--- config.mk ---
export PLATFORM = sky130hd
export DESIGN_NAME = fpu_result_scoreboard
export DESIGN_NICKNAME = d
export VERILOG_FILES = /design/src/rtl/fpu_tb_pkg.sv /design/src/rtl/scb_fifo.sv /design/src/rtl/fpu_result_scoreboard.sv
export SDC_FILE = /design/constraint.sdc
export NUM_CORES = 1
export LEC_CHECK = 0
export CORE_MARGIN = 4
export CORE_UTILIZATION = 40
export CTS_BUF_LIST = sky130_fd_sc_hd__clkbuf_8
export CTS_CLUSTER_SIZE = 16
export DETAILED_ROUTE_END_ITERATION = 7
export GPL_ROUTABILITY_DRIVEN = 0
export PLACE_DENSITY = 0.62
export SLEW_MARGIN = 20
export SYNTH_ARGS = -nofsm -noshare
export SYNTH_HDL_FRONTEND = slang
export SYNTH_SLANG_ARGS = --single-unit
--- constraint.sdc ---
create_clock -name clk -period 22.5 [get_ports clk]
set_input_delay 6.75 -clock clk [delete_from_list [all_inputs] [get_ports clk]]
set_output_delay 6.75 -clock clk [all_outputs]
set_load 0.02 [all_outputs]
--- src/rtl/fpu_tb_pkg.sv ---
// Shared types for the FPU verification top: opcodes, expected-result entries,
// scoreboard states and a NaN classifier.
package fpu_tb_pkg;

  typedef enum logic [2:0] {
    OP_ADD  = 3'd0,
    OP_SUB  = 3'd1,
    OP_MUL  = 3'd2,
    OP_DIV  = 3'd3,
    OP_SQRT = 3'd4,
    OP_MIN  = 3'd5,
    OP_MAX  = 3'd6,
    OP_CMP  = 3'd7
  } fpu_op_e;

  typedef struct packed {
    fpu_op_e     op;
    logic [31:0] opa;
    logic [31:0] opb;
    logic [31:0] golden;
  } exp_entry_t;

  typedef enum logic [1:0] {
    ST_IDLE  = 2'd0,
    ST_RUN   = 2'd1,
    ST_DRAIN = 2'd2,
    ST_DONE  = 2'd3
  } scb_state_e;

  function automatic logic is_nan(input logic [31:0] v);
    return (v[30:23] == 8'hFF) && (v[22:0] != 23'd0);
  endfunction

endpackage

--- src/rtl/scb_fifo.sv ---
// In-order FIFO of expected-result entries; the head is presented combinationally.
module scb_fifo
  import fpu_tb_pkg::*;
#(
  parameter int DEPTH = 8,
  parameter int CW    = $clog2(DEPTH + 1)
) (
  input  logic          clk,
  input  logic          reset_n,
  input  logic          push,
  input  exp_entry_t    wdata,
  input  logic          pop,
  output exp_entry_t    rdata,
  output logic          full,
  output logic          empty,
  output logic [CW-1:0] count
);

  localparam int PW = $clog2(DEPTH);

  exp_entry_t    mem_q [DEPTH];
  logic [PW-1:0] wr_ptr_q, rd_ptr_q;
  logic [CW-1:0] count_q;
  logic          do_push, do_pop;

  assign full    = (count_q == CW'(DEPTH));
  assign empty   = (count_q == '0);
  assign count   = count_q;
  assign rdata   = mem_q[rd_ptr_q];
  assign do_push = push && !full;
  assign do_pop  = pop && !empty;

  // NOTE: the storage array is deliberately not reset; pointers and count alone
  // say which entries are valid, so the array can map onto plain flops or RAM.
  always_ff @(posedge clk) begin
    if (do_push) mem_q[wr_ptr_q] <= wdata;
  end

  // Pointers wrap for free because DEPTH is a power of two.
  always_ff @(posedge clk or negedge reset_n) begin
    if (!reset_n) begin
      wr_ptr_q <= '0;
      rd_ptr_q <= '0;
      count_q  <= '0;
    end else begin
      if (do_push) wr_ptr_q <= wr_ptr_q + PW'(1);
      if (do_pop)  rd_ptr_q <= rd_ptr_q + PW'(1);
      case ({do_push, do_pop})
        2'b10:   count_q <= count_q + CW'(1);
        2'b01:   count_q <= count_q - CW'(1);
        default: count_q <= count_q;
      endcase
    end
  end

endmodule

--- src/rtl/fpu_result_scoreboard.sv ---
// Compares FPU results in order against golden values, keeps pass/fail counts,
// sticky protocol errors and an end-of-test drain FSM.
module fpu_result_scoreboard
  import fpu_tb_pkg::*;
#(
  parameter int DEPTH   = 8,
  parameter int TIMEOUT = 64,
  parameter int CNT_W   = 16
) (
  input  logic                       clk,
  input  logic                       reset_n,
  input  logic                       issue_valid,
  input  logic [2:0]                 issue_op,
  input  logic [31:0]                issue_opa,
  input  logic [31:0]                issue_opb,
  input  logic [31:0]                issue_golden,
  output logic                       issue_ready,
  input  logic                       res_valid,
  input  logic [31:0]                res_data,
  input  logic                       nan_equiv,
  input  logic                       drain_req,
  output logic [CNT_W-1:0]           pass_cnt,
  output logic [CNT_W-1:0]           fail_cnt,
  output logic [$clog2(DEPTH+1)-1:0] pending,
  output logic                       mismatch_valid,
  output logic [2:0]                 mismatch_op,
  output logic [31:0]                mismatch_opa,
  output logic [31:0]                mismatch_opb,
  output logic [31:0]                mismatch_exp,
  output logic [31:0]                mismatch_got,
  output logic                       err_overflow,
  output logic                       err_underflow,
  output logic                       err_timeout,
  output logic                       done
);

  localparam int CW = $clog2(DEPTH + 1);
  localparam int TW = $clog2(TIMEOUT + 1);

  scb_state_e    state_q, state_d;
  logic [TW-1:0] timeout_q, timeout_d, timeout_inc;
  logic          timeout_hit;

  exp_entry_t    wr_entry, head;
  logic          full, empty;
  logic [CW-1:0] count, pending_after;
  logic          accepting, push, res_fire, pop, match;

  logic [CNT_W-1:0] pass_q, fail_q;
  logic             mm_valid_q;
  exp_entry_t       mm_entry_q;
  logic [31:0]      mm_got_q;
  logic             ovf_q, udf_q, tmo_q;

  assign accepting   = (state_q == ST_IDLE) || (state_q == ST_RUN);
  assign issue_ready = !full && accepting;
  assign push        = issue_valid && issue_ready;
  // A result arriving while empty underflows even if an issue is pushed alongside.
  assign res_fire    = res_valid && (state_q != ST_DONE);
  assign pop         = res_fire && !empty;

  assign wr_entry = '{op: fpu_op_e'(issue_op), opa: issue_opa, opb: issue_opb,
                      golden: issue_golden};

  scb_fifo #(.DEPTH(DEPTH), .CW(CW)) u_fifo (
    .clk    (clk),
    .reset_n(reset_n),
    .push   (push),
    .wdata  (wr_entry),
    .pop    (pop),
    .rdata  (head),
    .full   (full),
    .empty  (empty),
    .count  (count)
  );

  assign match = (res_data == head.golden) ||
                 (nan_equiv && is_nan(res_data) && is_nan(head.golden));

  // Pushes never happen in DRAIN, so occupancy after this cycle is count - pop.
  assign pending_after = count - CW'(pop);
  assign timeout_inc   = timeout_q + TW'(1);
  assign timeout_hit   = !res_valid && (count != '0) && (timeout_inc == TW'(TIMEOUT));

  // NOTE: every always_comb output gets a default first so no path infers a latch.
  always_comb begin
    state_d   = state_q;
    timeout_d = '0;
    case (state_q)
      ST_IDLE: begin
        if (drain_req)  state_d = ST_DRAIN;
        else if (push)  state_d = ST_RUN;
      end
      ST_RUN: begin
        if (drain_req)  state_d = ST_DRAIN;
      end
      ST_DRAIN: begin
        if (!res_valid && (count != '0)) timeout_d = timeout_inc;
        if (pending_after == '0) state_d = ST_DONE;
        else if (timeout_hit)    state_d = ST_DONE;
      end
      default: state_d = ST_DONE;
    endcase
  end

  always_ff @(posedge clk or negedge reset_n) begin
    if (!reset_n) begin
      state_q   <= ST_IDLE;
      timeout_q <= '0;
    end else begin
      state_q   <= state_d;
      timeout_q <= timeout_d;
    end
  end

  always_ff @(posedge clk or negedge reset_n) begin
    if (!reset_n) begin
      pass_q     <= '0;
      fail_q     <= '0;
      mm_valid_q <= 1'b0;
      mm_entry_q <= '0;
      mm_got_q   <= '0;
      ovf_q      <= 1'b0;
      udf_q      <= 1'b0;
      tmo_q      <= 1'b0;
    end else begin
      mm_valid_q <= pop && !match;
      if (pop && match && !(&pass_q)) pass_q <= pass_q + CNT_W'(1);
      if (pop && !match) begin
        if (!(&fail_q)) fail_q <= fail_q + CNT_W'(1);
        mm_entry_q <= head;
        mm_got_q   <= res_data;
      end
      if (issue_valid && accepting && full) ovf_q <= 1'b1;
      if (res_fire && empty)                udf_q <= 1'b1;
      if ((state_q == ST_DRAIN) && (pending_after != '0) && timeout_hit) tmo_q <= 1'b1;
    end
  end

  assign pass_cnt       = pass_q;
  assign fail_cnt       = fail_q;
  assign pending        = count;
  assign mismatch_valid = mm_valid_q;
  assign mismatch_op    = mm_entry_q.op;
  assign mismatch_opa   = mm_entry_q.opa;
  assign mismatch_opb   = mm_entry_q.opb;
  assign mismatch_exp   = mm_entry_q.golden;
  assign mismatch_got   = mm_got_q;
  assign err_overflow   = ovf_q;
  assign err_underflow  = udf_q;
  assign err_timeout    = tmo_q;
  assign done           = (state_q == ST_DONE);

endmodule
# == Yosys cells after proc, flatten, opt, wreduce, memory -nomap -nowiden ==
# Memory sizes are Yosys's and may differ from the RTL's.
# Index checks and enable logic that the tools add are counted.
# op_classes
mux,11
n_reduce_logical,39
n_eq_ne,14
n_addsub,8
bitwise_logic,1
# ops
cell,n
nonzero test 23 bit,2
"adder 16 x 1 -> 16 bit, second input constant",2
== test 32 bit,1
AND reduction 16 bit,2
logical AND 1 bit,20
"== test 8 bit, second input constant",2
two-way mux 7 bit,2
two-way mux 2 bit,5
logical NOT 4 bit,2
case mux 4 bit (2 select lines),1
nonzero test 4 bit,2
"adder 7 x 1 -> 7 bit, second input constant",1
"== test 7 bit, second input constant",1
"adder 3 x 1 -> 3 bit, second input constant",2
"== test 2 bit, second input constant",3
case mux 2 bit (3 select lines),1
logical NOT 1 bit,5
"adder 4 x 1 -> 4 bit, second input constant",1
"== test 2 x 1 -> 1 bit, second input constant",2
"== test 4 bit, second input constant",1
"!= test 2 bit, second input constant",2
subtractor 4 x 1 -> 4 bit,1
"subtractor 4 x 1 -> 4 bit, second input constant",1
"!= test 3 x 2 -> 1 bit, second input constant",1
other kinds (8),10
# totals
n_memories,1
ramBits,792
out_inout_bits,173
reg_bits,186
input_bits,137
# memory_table
name,depth,word_bits,read_ports,rd_clocked_by_memory_dff,wr,line,rtl
u_fifo.mem_q,8,99,1,0,1,scb_fifo.sv:21,exp_entry_t mem_q [DEPTH];

# == Logic depth before layout (Yosys ltp) ==
# Gate-level depths: netlist of the first run.
# depth
depth_word,8
ltp_mapped,18

# == Modules after synthesis ==
# From an unflattened synthesis of the first run, not the netlist that was laid out.
# hier_totals
cells_unflattened,1772
area_unflattened_um2,38299.2
# modules_own_cells
module,area_each_um2,seq_area_each_um2,cells_per_inst,n_inst
scb_fifo,30735.7,24033.0,1211,1
fpu_result_scoreboard,7563.5,4404.2,561,1

# == Worst setup path before layout of the first run ==
# OpenSTA, ideal clock, no wires.
# synth_path
path_kind,input -> register
start,input issue_valid
end,"memory u_fifo.mem_q[0][0] (netlist name), enable pin"
arrival_time_ns,14.094
n_path_buf,0
slack_ns,7.728
setup_time_ns,0.678
cell_stages,3
path_cell_list,nor3b_1 nand2b_1 nor3_1
# synth_via
elab_chain_cells,4
# synth_rtl
element,line,rtl
from (decl),fpu_result_scoreboard.sv:12,"input logic issue_valid,"
logical AND 1 bit,fpu_result_scoreboard.sv:57,assign push = issue_valid && issue_ready;
logical AND 1 bit,scb_fifo.sv:30,assign do_push = push && !full;
two-way mux 1 bit,scb_fifo.sv:36,if (do_push) mem_q[wr_ptr_q] <= wdata;
two-way mux 1 bit (implied by the code),scb_fifo.sv:36,
to (decl),scb_fifo.sv:21,
# No other way between the ends.

# == Worst setup path in the final report of the first run ==
# layout_path
start,input res_data[15]
end,"register mm_entry_q, in the netlist mismatch_opb[31]"
# layout_via
elab_chain_cells,7
# layout_rtl
element,line,rtl
from (decl),fpu_result_scoreboard.sv:19,"input logic [31:0] res_data,"
nonzero test 23 bit,fpu_tb_pkg.sv:31,return (v[30:23] == 8'hFF) && (v[22:0] != 23'd0);
logical AND 1 bit,fpu_tb_pkg.sv:31,
logical AND 1 bit (2 in series),fpu_result_scoreboard.sv:78,(nan_equiv && is_nan(res_data) && is_nan(head.golden));
logical OR 1 bit *,fpu_result_scoreboard.sv:77,assign match = (res_data == head.golden) ||
logical NOT 1 bit *,fpu_result_scoreboard.sv:129,if (pop && !match) begin
logical AND 1 bit *,fpu_result_scoreboard.sv:129,
to (signal assigned),fpu_result_scoreboard.sv:121,mm_entry_q <= '0;
to (signal assigned),fpu_result_scoreboard.sv:131,mm_entry_q <= head;
to (decl),fpu_result_scoreboard.sv:51,exp_entry_t mm_entry_q;
# Every way passes the cells marked *; elsewhere a longest branch is shown, timed or not.
# A chain may end at the register's enable or synchronous reset.

==> metrics.log, run 1 <==
INFO  metric total_grt_overflow = 0
INFO  metric clock_latency_reported_for_the_late_side_of_the_worst_skew_pair = 0.81 ns
INFO  metric final_layout_size_suffix_gt1_share = between 10% and 20%
INFO  metric met2_track_utilization_from_global_routing = between 20% and 30%
INFO  metric post_cts_resize_count = 0
INFO  metric setup-tns-final = 0 ns
INFO  metric worst_slew_pin_slew = 1.06 ns
INFO  metric worst_setup_hold_path_clk_slew = 0.06 ns
INFO  metric final.period_utilization = 47.4%
INFO  metric fillerInstances = 7,865
INFO  metric seq_area_frac_synth = 75.1%
INFO  metric floorplan.die_area = 99,600 sq um
INFO  metric synthesis.nets = 2,142
INFO  metric final_report_setup_violation_count = 0
INFO  metric criticalPathCategory = primary input to flop
INFO  metric hold_violations = 0
INFO  metric peak_fanout_along_the_critical_path = 108
INFO  metric postSynthCellCount = around 2,000
INFO  metric hold_path.class = flop to flop
INFO  metric pin_count_of_the_biggest_net_entering_global_routing = 109
INFO  metric finalClockSkew = ~0.040 ns
INFO  metric ys_seq_elements = 978
INFO  metric ctsHoldBuffers = 0
INFO  metric worst_hold_path.num_cells = 1
INFO  metric final_max_slew_viol_count = 0
INFO  metric syn_area = 37,900 sq um
INFO  metric groute.layer.met3.usage = 5.28%
INFO  metric leakage = 15.5 nW
INFO  metric most_frequent_standard_cell_in_the_layout_excluding_fill_and_tap_cells = edfxtp_1
INFO  metric wl = between 90,000 and 100,000 microns
INFO  metric vdd_drop_max = 0.0948 mV
INFO  metric tritoncts.num_buffers = ~160
INFO  metric netlist-cell-type-count = 53
INFO  metric timing.critical_path.required = 23.12 ns
INFO  metric crit_path_start_kind = primary input
INFO  metric timing.max_slew.rel_slack = approximately 29%
INFO  metric synth_edf_count = just under 800
INFO  metric cp_slowest_stage_delay = 0.95 ns
INFO  metric die-height = around 320 microns
INFO  metric post_synth.cell_area_avg = 19.0 sq um
INFO  metric path_cells = clkdlybuf4s50_1 -> nor4_1 -> nand4_1 -> o21ai_0 -> or3_1 -> a211oi_1 -> a21oi_2 -> nand2_2 -> inv_6 -> buf_4 -> a21oi_1
INFO  metric synth-main-ff-cell = edfxtp_1
INFO  metric layout.cells.most_common_list = edfxtp_1, clkdlybuf4s50_1, dfrtp_1
INFO  metric cts_setup_buffers = 0
INFO  metric gr-max-usage-layer = met2
INFO  metric place.detailed.hpwl = 51,200 microns
INFO  metric routed_vias = just under 20,000
INFO  metric areaGrowthSynthToFinish = 20.3%
INFO  metric rr_worst_depth = 12
INFO  metric grt_use_met1 = a little under a quarter
INFO  metric critPathArrivalTime = 11.29 ns
INFO  metric achievable-frequency = 0.0937 GHz
INFO  metric initial_utilization = 40.4%
INFO  metric drt-initial-drc-count = 1,352
INFO  metric crit_path_top_delay_cell = inv_6
INFO  metric route.antenna.remaining_nets = 0
INFO  metric detail_route.vias_per_cell = 5.23
INFO  metric run_status = finished, final reports clean
INFO  metric timing.final.crit_period = 10.67 ns
INFO  metric yosysWarnings = 0
INFO  metric die_w = 316 microns
INFO  metric maxcap_violations = 0
INFO  metric final_nets = 2,550
INFO  metric cts_num_sinks = slightly below 1,000
INFO  metric ios = 310
INFO  metric clockRootBuffer = clkbuf_8
INFO  metric first_global_vias = 21,300
INFO  metric worst_setup_path_end_kind = flop
INFO  metric cts-htree-levels = 4
INFO  metric power_density = 116 nW/um^2
INFO  metric detail_route.drc_violations = 0
INFO  metric wire_per_inst = 23.7 microns
INFO  metric num_rows = 112
INFO  metric core_region_area = about 94,000 sq um
INFO  metric clockBufferDepth = 3
INFO  metric antenna_found_initial = 13
INFO  metric grt_setup_unrepaired = no
INFO  metric final_core_utilization = 48.7%
INFO  metric detail_route.first_pass.iterations = 5
INFO  metric cts_tree = yes
INFO  metric grt_usage = 18.1%
INFO  metric async_reset_ff_share = 19.0%
INFO  metric place.port_buffers = 309
INFO  metric wire_length_of_the_first_global_routing_pass = 134,000 microns
cells in the mapped netlist, types with 2 or more instances:
master | count | area share (%)
buf_2 | 23 | 0.30
clkbuf_1 | 41 | 0.41
nand2_1 | 50 | 0.50
and4_1 | 3 | 0.069
xnor2_1 | 44 | 1.0
nor2_1 | 145 | 1.4
a211oi_1 | 2 | 0.040
a21oi_1 | 96 | 1.3
o21ai_0 | 9 | 0.12
dfrtp_1 | 186 | 12
edfxtp_1 | 792 | 63
buf_1 | 11 | 0.11
mux4_2 | 166 | 9.9
mux2i_1 | 143 | 3.8
a31oi_1 | 4 | 0.066
mux2_2 | 41 | 1.2
or3_1 | 3 | 0.050
inv_1 | 10 | 0.099
buf_6 | 9 | 0.27
a22oi_1 | 22 | 0.44
mux2_1 | 4 | 0.12
or2_2 | 4 | 0.066
nand2b_1 | 5 | 0.083
nor3_1 | 14 | 0.19
nor4b_1 | 2 | 0.046
o31ai_1 | 2 | 0.040
nand4_1 | 21 | 0.35
a31o_2 | 2 | 0.046
buf_4 | 12 | 0.24
xor2_1 | 24 | 0.56
nor2b_1 | 4 | 0.066
a32o_1 | 2 | 0.053
a221oi_1 | 5 | 0.12
ha_1 | 10 | 0.33
a21o_1 | 3 | 0.059
and3_1 | 11 | 0.18
nor4_1 | 9 | 0.15
a22o_1 | 7 | 0.16
o311a_1 | 2 | 0.053
and2_1 | 2 | 0.033
or4_1 | 5 | 0.099
nand3_1 | 33 | 0.44
routing by layer:
layer / routed length [microns] / vias to the layer above / share of wire [%]
met5: 92 / - / 0.10
met4: 1780 / 14 / 2.0
met3: 6260 / 148 / 6.9
met2: 44100 / 596 / 49
met1: 37900 / 10400 / 42
li1: - / 8756 / -
sequential cells by signal (all words and copies together), names as in the netlist, 7 cells and up:
| register | flops |
|---|---|
| mismatch_opa | 32 |
| mismatch_opb | 32 |
| timeout_q | 7 |
| pass_cnt | 16 |
| u_fifo.mem_q | 792 |
| mismatch_got | 32 |
| fail_cnt | 16 |
| mismatch_exp | 32 |
metrics by stage:
| step | setup slack (ns) | std cells | total power (W) | area, sq um | hold slack, ns |
|---|---|---|---|---|---|
| detailed placement | 10.99 | 3493 | 0.00383 | 42400 | 0.468 |
| global route | 11.55 | 3791 | 0.00555 | 45500 | 0.503 |
| floorplan | 7.73 | 1994 | 0.00322 | 37900 | 0.461 |
| global placement | 11.09 | 3493 | 0.00381 | 42400 | 0.452 |
| CTS | 11.90 | 3791 | 0.00535 | 45500 | 0.481 |
| finish | 11.83 | 3796 | 0.00527 | 45500 | 0.468 |
final cells by class:
cell class,instances,area (sq um),share of cell area [%]
antenna,5,12.5,0.0275
clock buffer,181,2490,5.47
clock inverter,117,687,1.51
inverter,11,46.3,0.102
multi-input combinational,909,8930,19.6
sequential,978,28400,62.5
tap,1254,1570,3.44
timing repair buffer,341,3360,7.38
critical path: cells and delay by family:
kind,cells,cell delay (ns)
AOI/OAI and AO/OA,4,0.80
buffers and inverters,3,2.25
and+or+nand+nor,4,1.30
final timing paths:
check	from	to	slack, ns
min in group asynchronous	reset_n	mismatch_got[8]	6.03
max in group asynchronous	reset_n	u_fifo.rd_ptr_q[0]	14.43
worst min register to register	err_timeout	err_timeout	0.47
worst min-delay path	err_timeout	err_timeout	0.47
worst max-delay path	res_data[15]	mismatch_opb[31]	11.83
worst max register to register	u_fifo.rd_ptr_q[1]	mismatch_opb[31]	14.68
kinds of logic after synthesis:
group,synth area share (%)
buf+inv,1.43
xor+xnor,1.57
simple gates,3.84
flops,75.1
compound gates,2.60
mux,15.1
fa+ha+maj,0.383
report_power, final:
part / leakage, nW / internal (W) / switching, W / total, W
clock network: 1.78 / 0.000791 / 0.000709 / 0.00150
logic: 4.42 / 0.000730 / 0.000791 / 0.00152
registers: 9.31 / 0.00209 / 0.000156 / 0.00225
Note: power is estimated with default switching activity, not from simulation.
==> inputs of run 2 (changes only) <==
--- a/config.mk
+++ b/config.mk
@@ -11,7 +11,7 @@
 export CTS_CLUSTER_SIZE = 16
 export DETAILED_ROUTE_END_ITERATION = 7
 export GPL_ROUTABILITY_DRIVEN = 0
-export PLACE_DENSITY = 0.62
+export PLACE_DENSITY = 0.64
 export SLEW_MARGIN = 20
 export SYNTH_ARGS = -nofsm -noshare
 export SYNTH_HDL_FRONTEND = slang
==> constraint.sdc (replaced) <==
create_clock -name clk -period 8.9 [get_ports clk]
set_input_delay 2.67 -clock clk [delete_from_list [all_inputs] [get_ports clk]]
set_output_delay 2.67 -clock clk [all_outputs]
set_load 0.02 [all_outputs]
==> metrics.log, run 2 (synthesis gave the netlist of run 1 again) <==
INFO  metric multiInputGateArea = 8940 sq um (+0.14%)
INFO  metric run_status = finished, final reports clean
INFO  metric total_grt_overflow = 0 (unchanged)
INFO  metric first_global_vias = 21,200 (-0.33%)
INFO  metric hold_path.class = flop to flop
INFO  metric gr-max-usage-layer = met2
INFO  metric timing.critical_path.required = 9.56 ns (-13.56 ns)
INFO  metric crit_path_start_kind = flop
INFO  metric place.port_buffers = 309 (unchanged)
INFO  metric fillerInstances = 7,794 (-0.90%)
INFO  metric detail_route.vias_per_cell = 5.21 (-0.37%)
INFO  metric routed_vias = 19,800 (-0.27%)
INFO  metric pin_count_of_the_biggest_net_entering_global_routing = 151 (+39%)
INFO  metric groute.layer.met3.usage = 4.59% (-0.69 points)
INFO  metric final_report_setup_violation_count = 0 (unchanged)
INFO  metric final.period_utilization = 64.1%
INFO  metric largest_register_ffs = 792 (unchanged)
INFO  metric clock_latency_reported_for_the_late_side_of_the_worst_skew_pair = 0.80 ns (about the same)
INFO  metric detail_route.drc_violations = 0 (unchanged)
INFO  metric power_density = 293 nW/um^2 (+150%)
INFO  metric cts_tree = yes
INFO  metric wl = 88,800 microns (-1.5%)
INFO  metric route.antenna.remaining_nets = 0 (unchanged)
INFO  metric clockRootBuffer = clkbuf_8
INFO  metric ios = 310 (unchanged)
INFO  metric postLayoutCellArea = 45,700 sq um (+0.41%)
INFO  metric die-height = 316 microns (unchanged)
INFO  metric hold_violations = 0 (unchanged)
INFO  metric clockBufferDepth = 3 (unchanged)
INFO  metric timing.final.crit_period = ~5.7 ns
INFO  metric worst_setup_hold_path_clk_slew = 0.06 ns (about the same)
INFO  metric cts-htree-levels = 4 (unchanged)
INFO  metric floorplan.die_area = 99,600 sq um (unchanged)
INFO  metric finalClockSkew = 0.0341 ns (-0.00564 ns)
INFO  metric areaGrowthSynthToFinish = 20.8%
INFO  metric maxcap_violations = 0 (unchanged)
INFO  metric achievable-frequency = between 0.15 and 0.2 GHz
INFO  metric layout.cells.most_common_list = edfxtp_1, clkdlybuf4s50_1, clkbuf_8
INFO  metric most_frequent_standard_cell_in_the_layout_excluding_fill_and_tap_cells = edfxtp_1
INFO  metric critPathArrivalTime = 6.36 ns (-4.93 ns)
INFO  metric wire_length_of_the_first_global_routing_pass = 133,000 microns (-0.80%)
INFO  metric worst_slew_pin_slew = 0.982 ns (-0.0833 ns)
INFO  metric dpl_cell_area = 42,500 sq um (+0.35%)
INFO  metric grt_setup_unrepaired = no
INFO  metric antenna_found_initial = 15 (+2)
INFO  metric met2_track_utilization_from_global_routing = 29.7% (-0.17 points)
INFO  metric detail_route.first_pass.iterations = 7 (+2)
INFO  metric worst_setup_path_end_kind = flop
INFO  metric area.sequential = 28,400 sq um (unchanged)
INFO  metric drt-initial-drc-count = 1,281 (-5.3%)
INFO  metric largest_register = u_fifo.mem_q
INFO  metric die_w = 316 microns (unchanged)
INFO  metric criticalPathCategory = flop to flop
INFO  metric place.detailed.hpwl = 51,500 microns (+0.59%)
INFO  metric num_rows = 112 (unchanged)
INFO  metric post_cts_resize_count = 0 (unchanged)
INFO  metric total_power = 0.0134 W (+150%)
INFO  metric grt_usage = 17.9% (-0.22 points)
INFO  metric final_max_slew_viol_count = 0 (unchanged)
INFO  metric core_region_area = 93,600 sq um (unchanged)
INFO  metric setup-tns-final = 0 ns (unchanged)
INFO  metric tritoncts.num_buffers = 161 (unchanged)
INFO  metric final_layout_size_suffix_gt1_share = 19.2% (+0.064 points)
INFO  metric final_nets = 2,553 (+0.12%)
INFO  metric wire_per_inst = 23.4 microns (-1.6%)
INFO  metric cts_num_sinks = 978 (unchanged)
INFO  metric initial_utilization = 40.4% (unchanged)
INFO  metric grt_use_met1 = 23.2% (-0.19 points)
INFO  metric ctsHoldBuffers = 0 (unchanged)
INFO  metric cts_setup_buffers = 0 (unchanged)
INFO  metric leakage = 15.6 nW (+0.41%)
INFO  metric timing.max_slew.rel_slack = 34.6% (+5.8 points)
INFO  metric vdd_drop_max = 0.246 mV (+160%)
INFO  metric peak_fanout_along_the_critical_path = 73 (-32%)
==> run 2: cell types whose count changed in the layout (fill, tap and decap cells not counted), sizes merged <==
cell | before | now
clkinv | 57 | 53
buf | 32 | 35
bufinv | 4 | 7
clkinvlp | 8 | 5
clkbuf | 182 | 184
diode | 5 | 7
inv | 59 | 60
==> run 2: area by class of cell <==
| cell class | count | share of cell area [%] |
|---|---|---|
| Clock inverter | 114 | 1.52 |
| Tap cell | 1254 | 3.43 |
| Inverter | 11 | 0.101 |
| Antenna cell | 7 | 0.0383 |
| Sequential cell | 978 | 62.2 |
| Clock buffer | 183 | 5.51 |
| Multi-Input combinational cell | 909 | 19.6 |
| Timing Repair Buffer | 344 | 7.65 |
==> run 2: power by group <==
group          internal [W]  switching (W)  leakage [nW]
sequential          0.00528       0.000391          9.31
combinational       0.00186        0.00200          4.45
clock               0.00209        0.00176          1.81
total               0.00923        0.00415          15.6
==> run 2: per-stage QoR <==
step / setup WS (ns) / hold slack [ns] / utilization, % / cells
3_3_place_gp: 2.73 / 0.444 / 45.4 / 3495
3_5_place_dp: 2.69 / 0.463 / 45.4 / 3496
4_1_cts: 3.14 / 0.473 / 48.8 / 3793
6_report: 3.20 / 0.473 / 48.9 / 3800
2_1_floorplan: 0.867 / 0.461 / - / 1994
5_1_grt: 2.83 / 0.500 / 48.8 / 3794
==> run 2: critical path, stage by stage (launching register included) <==
cell	delay [ns]
dfrtp_4	0.89
buf_4	0.77
mux4_2	0.60
mux2i_1	0.59
xnor2_1	0.12
or4_1	0.54
nor4_2	0.19
a21oi_2	0.20
nand2_2	0.10
buf_4	0.48
inv_6	0.38
buf_12	0.31
nor2_1	0.14
a21oi_1	0.05
==> run 2: worst paths after layout <==
| kind | end | startpoint | slack (ns) | cells past startpoint |
|---|---|---|---|---|
| max | mismatch_opb[1] | u_fifo.rd_ptr_q[0] | 3.20 | 13 |
| min | err_timeout | err_timeout | 0.47 | 1 |
| max reg2reg | mismatch_opb[1] | u_fifo.rd_ptr_q[0] | 3.20 | 13 |
| min reg2reg | err_timeout | err_timeout | 0.47 | 1 |
| max in group asynchronous | mismatch_opa[2] | reset_n | 5.82 | 2 |
| min in group asynchronous | err_timeout | reset_n | 1.94 | 1 |
==> run 2: layer usage <==
layer  wire (microns)  vias to the layer above
met5               67                        -
met4             2010                       10
met3             5950                      174
met1            37200                    10200
met2            43600                      625
li1                 -                     8776
